<file path="config.mk">
export PLATFORM = sky130hd
export DESIGN_NAME = step_sequencer
export DESIGN_NICKNAME = d
export VERILOG_FILES = /design/src/rtl/step_sequencer.sv
export SDC_FILE = /design/constraint.sdc
export NUM_CORES = 1
export LEC_CHECK = 0
export ABC_AREA = 1
export BUFFER_PORTS_ARGS = -buffer_cell sky130_fd_sc_hd__buf_4
export CAP_MARGIN = 25
export CORE_MARGIN = 4
export CORE_UTILIZATION = 50
export CTS_CLUSTER_SIZE = 20
export DETAILED_ROUTE_END_ITERATION = 10
export GPL_TIMING_DRIVEN = 0
export PLACE_DENSITY = 0.73
export REMOVE_ABC_BUFFERS = 1
export SYNTH_ARGS = -nofsm -noshare
export SYNTH_HDL_FRONTEND = slang
export SYNTH_SLANG_ARGS = --single-unit
export TNS_END_PERCENT = 100
</file>
<file path="constraint.sdc">
create_clock -name Clock -period 12.8 [get_ports Clock]
set_clock_uncertainty 0.05 [all_clocks]
set_input_delay 0.64 -clock Clock [delete_from_list [all_inputs] [get_ports Clock]]
set_output_delay 0.64 -clock Clock [all_outputs]
set_load 0.02 [all_outputs]
</file>
<file path="src/rtl/step_sequencer.sv">
// step_sequencer: 16-step, 12-note pattern sequencer feeding audio_generator.
// Holds one note mask per step, walks the steps at a programmable tempo and
// drives audio_generator's Select / nStart. The pattern can be edited at any
// time through the WrEn/WrStep/WrNotes port.
`timescale 1ns/1ps

module step_sequencer #(
  parameter int STEPS  = 16,
  parameter int STEP_W = 4,
  parameter int CNT_W  = 32
) (
  input  logic              Clock,
  input  logic              Reset,
  input  logic              Start,
  input  logic              Pause,
  input  logic              Stop,
  input  logic              Loop,
  input  logic [CNT_W-1:0]  StepPeriod,
  input  logic              WrEn,
  input  logic [STEP_W-1:0] WrStep,
  input  logic [11:0]       WrNotes,
  output logic [11:0]       Select,
  output logic              nStart,
  output logic [STEP_W-1:0] Step,
  output logic              StepPulse,
  output logic              Playing
);

  localparam logic [1:0] ST_IDLE   = 2'd0;
  localparam logic [1:0] ST_RUN    = 2'd1;
  localparam logic [1:0] ST_PAUSED = 2'd2;

  logic [1:0]        state;
  logic [CNT_W-1:0]  count;
  logic [CNT_W-1:0]  period;
  logic [11:0]       pattern [STEPS];

  logic [CNT_W-1:0]  eff_period;
  logic              expire;
  logic              last_step;
  logic [STEP_W-1:0] next_step;
  logic [STEP_W-1:0] rd_idx;
  logic [11:0]       rd_notes;
  logic              to_idle;

  // Pattern store: written in every state, cleared by reset.
  always_ff @(posedge Clock or posedge Reset) begin
    if (Reset) begin
      // NOTE: the pattern array is reset on purpose; a reset mid-play must
      // leave a silent pattern, so this cannot be plain RAM.
      for (int i = 0; i < STEPS; i++) begin
        pattern[i] <= '0;
      end
    end else if (WrEn) begin
      pattern[WrStep] <= WrNotes;
    end
  end

  // Step timing, the note mask for the step being entered, and idle exits.
  always_comb begin
    // NOTE: every signal gets a value before any branch, so no latch is inferred.
    eff_period = (StepPeriod == '0) ? CNT_W'(1) : StepPeriod;
    expire     = (count == period - CNT_W'(1));
    last_step  = (Step == STEP_W'(STEPS - 1));
    next_step  = Step + STEP_W'(1);
    rd_idx     = '0;
    to_idle    = 1'b0;

    // IDLE enters step 0, RUN enters the following step, PAUSED resumes the held step.
    case (state)
      ST_RUN:    rd_idx = next_step;
      ST_PAUSED: rd_idx = Step;
      default:   rd_idx = '0;
    endcase

    // Write-first: a write landing on the step being entered wins over the store.
    rd_notes = (WrEn && (WrStep == rd_idx)) ? WrNotes : pattern[rd_idx];

    if (state != ST_IDLE) begin
      if (Stop) begin
        to_idle = 1'b1;
      end else if ((state == ST_RUN) && !Pause && expire && last_step && !Loop) begin
        to_idle = 1'b1;
      end
    end
  end

  // Sequencer control: state, tempo counter, step index and registered outputs.
  always_ff @(posedge Clock or posedge Reset) begin
    if (Reset) begin
      state     <= ST_IDLE;
      count     <= '0;
      period    <= '0;
      Step      <= '0;
      Select    <= '0;
      nStart    <= 1'b0;
      StepPulse <= 1'b0;
      Playing   <= 1'b0;
    end else begin
      // NOTE: non-blocking assignments everywhere here, so every read sees
      // the pre-edge value and the default below can be overridden safely.
      StepPulse <= 1'b0;
      if (to_idle) begin
        state   <= ST_IDLE;
        count   <= '0;
        period  <= '0;
        Step    <= '0;
        Select  <= '0;
        nStart  <= 1'b0;
        Playing <= 1'b0;
      end else begin
        case (state)
          ST_IDLE: begin
            // Stop has priority, Pause is meaningless here.
            if (!Stop && Start) begin
              state     <= ST_RUN;
              count     <= '0;
              period    <= eff_period;
              Step      <= '0;
              Select    <= rd_notes;
              StepPulse <= 1'b1;
              nStart    <= 1'b1;
              Playing   <= 1'b1;
            end
          end
          ST_RUN: begin
            if (Pause) begin
              state   <= ST_PAUSED;
              Select  <= '0;
              Playing <= 1'b0;
            end else if (expire) begin
              count     <= '0;
              period    <= eff_period;
              Step      <= next_step;
              Select    <= rd_notes;
              StepPulse <= 1'b1;
            end else begin
              count <= count + CNT_W'(1);
            end
          end
          ST_PAUSED: begin
            // Resume keeps the held counter and gives no step pulse.
            if (Start) begin
              state   <= ST_RUN;
              Select  <= rd_notes;
              Playing <= 1'b1;
            end
          end
          default: begin
            state   <= ST_IDLE;
            count   <= '0;
            period  <= '0;
            Step    <= '0;
            Select  <= '0;
            nStart  <= 1'b0;
            Playing <= 1'b0;
          end
        endcase
      end
    end
  end

endmodule

</file>
==> summary.md <==
| Metric | Value |
|---|---|
| Outcome | finished, final reports clean |
| Worst-path clk slew | 60 ps |
| Share of layout cells above drive strength 1 | 8.50% |
| CTS root buffer | clkbuf_16 |
| Vias in the first global route | 13,900 |
| Startpoint type of the worst setup path | flip-flop |
| Clock insertion delay at the later pin of the skew report | 580 ps |
| RSZ-0062 raised after global routing | no |
| Initial core utilization | 51.0% |
| RePlAce Congestion | 0.942 |
| Synthesis-to-finish area growth | 12.2% |
| Fin. Hold Viols | 0 |
| Initial DRC Count | 1,336 |
| CTS tree | done |
| VDD IR max | 0.000141 V |
| Filler cells | 2,868 |
| R2R setup slack | 7370 ps |
| Count of pins over their slew limit | 0 |
| Comb pwr share | 40.3% |
| Routed Antenna Nets | 0 |
| Most frequent cells in the layout | nand2_1 (750), dfrtp_1 (277), o21ai_0 (260), nor2_1 (165), inv_1 (138) |
| Sequential fraction of design power | ~34% |
| Setup Crit Path Kind | flip-flop to flip-flop |
| Asr flop ratio synth | 100% |
| Clock network power share | 25.3% |
| Commonest non-fill, non-tap cell in the layout | nand2_1 |
| Hold/Removal Path Class | input pin to asynchronous set/reset pin |
| Tmin final | 5430 ps |
| Pwr/cell area | 198 nW/um^2 |
| Sequential cell area | 6930 sq um |
| Seq/Total Area, Yosys | 44.0% |
| I/O pin cnt | 74 |
| Placement Cell Area | 16,600 sq um |
| Initial antenna violation count | 0 |
| DR pass1 iterations | 5 |
| Largest net degree at the start of global routing | 110 |
| Die Y-Extent | 185 um |
| Yosys reg bits | 277 |
| Avg Cell Area, Syn | 7.22 sq um |
| Util after Layout | 57.3% |
| Synth Area in Simple Gates | 30.3% |
| Worst-margin pin slew | slightly above 1000 ps |
| Xor/xnor share of the synthesized area | 3.39% |
| Max Buffers Root-to-Sink | 3 |
| Fin Setup TNS | 0 ps |
| Mapped Cells | 2,181 |
| CTS Buf Count | 30 |
| Synth Area in Adders | less than 1% |
| Die Area | 34,400 sq um |
| Switching power | ~1.4 mW |
| Final instance area | 17,700 sq um |
| Number of enable flip-flop cells after synthesis | 0 |
| Avg WL per Cell | 17.4 um |
| Hold Buf Count CTS | 0 |
| CTS H-Tree Depth | 1 |
| CTS resizes | 0 |
| Crit. End Element | flip-flop |
| MaxCap Viol Count | 0 |
| Detailed-route via count | roughly 15,000 |
| CP arrival | 5860 ps |
| Predominant post-synthesis flop cell | dfrtp_1 |
| Mux share of post-synthesis cell area | 0% |
| Core Area | 30,800 sq um |
| First-pass GRT wire length | around 73,000 um |
| Sw Ratio | roughly 41% |
| Fmax | 0.184 GHz |
| Final wirelength | 45,100 um |
| Tot GR Track Use | 26.2% |
| Antenna diode count | 0 |
| Area of the multi-input gates | between 7000 and 8000 sq um |
| Final HPWL DP | 30,000 um |
| Largest family of logic cells by synthesized area | simple AND/OR/NAND/NOR gates |
| Static Leak | 8.48 nW |
| Chip Width | 185 um |
| Hold WS | 54.5 ps |
| Post-CTS Setup Bufs | 0 |
| Drt drc | 0 |
| Crit Path Max Fanout | 25 |
| Count of final setup violators | 0 |
| Synth warn | 0 |
| Cell variety after synth | 44 |
| Synth Area in Compound Gates | 14.4% |
| Power Internal | 2.05 mW |
| Vias per cell | 5.66 |
| Gr ovfl total | 0 |
| Placement row count | 64 |
| Worst rel slew slack | 31.7% |
| Final nets | 2,232 |
| Worst endpoint required time | 13,230 ps |
| Post-Syn Area | 15,700 sq um |
| Clk sinks | 277 |
| Port Buffer Count | 73 |
| Period utilization | 42.4% |
worst max-delay path: stages (launching register included):
cell      delay (ps)
dfrtp_1          410
inv_1            110
ha_1             820
nand3_1          300
a21oi_4          870
clkinv_1         820
buf_16           390
a21oi_1          120
o21ai_0           90
a211oi_1         190
inv_1            400
o21ai_0          460
nor2_1            90
nand2_1          100
nand2_1           60
final timing paths:
check	depth (start not counted)	from	endpoint
min in group Clock	3	WrNotes[5]	pattern[65]$_DFFE_PP0P_
min	2	Reset	Playing$_DFFE_PP0P_
min reg2reg	2	pattern[34]$_DFFE_PP0P_	pattern[34]$_DFFE_PP0P_
max in group asynchronous	4	Reset	pattern[150]$_DFFE_PP0P_
max reg2reg	14	state[1]$_DFFE_PP0P_	Select[1]$_DFFE_PP0P_
max	14	state[1]$_DFFE_PP0P_	Select[1]$_DFFE_PP0P_
sequential cells by signal, summed over array words and instances, names as in the netlist:
name / count
Select: 12
Step: 4
count: 32
pattern: 192
state: 2
period: 32
Playing: 1
nStart: 1
StepPulse: 1
Yosys cell counts, types with 15 or more instances:
library cell	instances	share of area [%]
a21oi_1	90	2.9
clkbuf_1	109	2.6
nand4_1	65	2.6
xnor2_1	24	1.3
xor2_1	37	2.1
dfrtp_1	277	44
nor2_1	169	4.0
buf_2	20	0.64
nor4_1	16	0.64
nor3_1	16	0.51
nand2_1	752	18
nand3_1	56	1.8
o21ai_0	260	8.3
o211ai_1	15	0.72
inv_1	140	3.3
nand3b_1	24	1.1
layer usage:
layer	routed length [um]	up-vias	global-route usage, %
met5	0	-	0
met3	2660	113	3.02
met4	1570	0	8.49
met2	21900	513	45.0
met1	18900	6945	34.9
li1	-	7063	-
cell families after synthesis:
kind of cell,count (synthesis)
buf+inv,288
xor+xnor,61
flops,277
simple gates,1129
fa+ha+maj,8
compound gates,418
final cells by class:
class | instances | share of cell area [%]
multi-input cells | 1616 | 43.6
inverters | 148 | 3.20
clock inverters | 7 | 0.638
clock buffers | 45 | 5.14
flip-flops and latches | 277 | 39.3
well taps | 396 | 2.81
repair buffers | 96 | 5.39
power groups by stage:
stage / logic, mW / clock network (mW) / registers, mW
2_1_floorplan: 0.970 / 0 / 1.19
3_3_place_gp: 1.32 / 0 / 1.21
3_5_place_dp: 1.38 / 0 / 1.21
4_1_cts: 1.39 / 0.898 / 1.20
5_1_grt: 1.59 / 0.932 / 1.22
6_report: 1.41 / 0.882 / 1.20
metrics by stage:
stage,instances,worst slack (ps),total power [mW]
after floorplan,2041,4470,2.16
after global placement,2510,1350,2.53
after detailed placement,2531,7450,2.59
after CTS,2583,7430,3.49
after global routing,2585,7000,3.75
final,2585,7370,3.49
(Power assumes the default switching activity.)
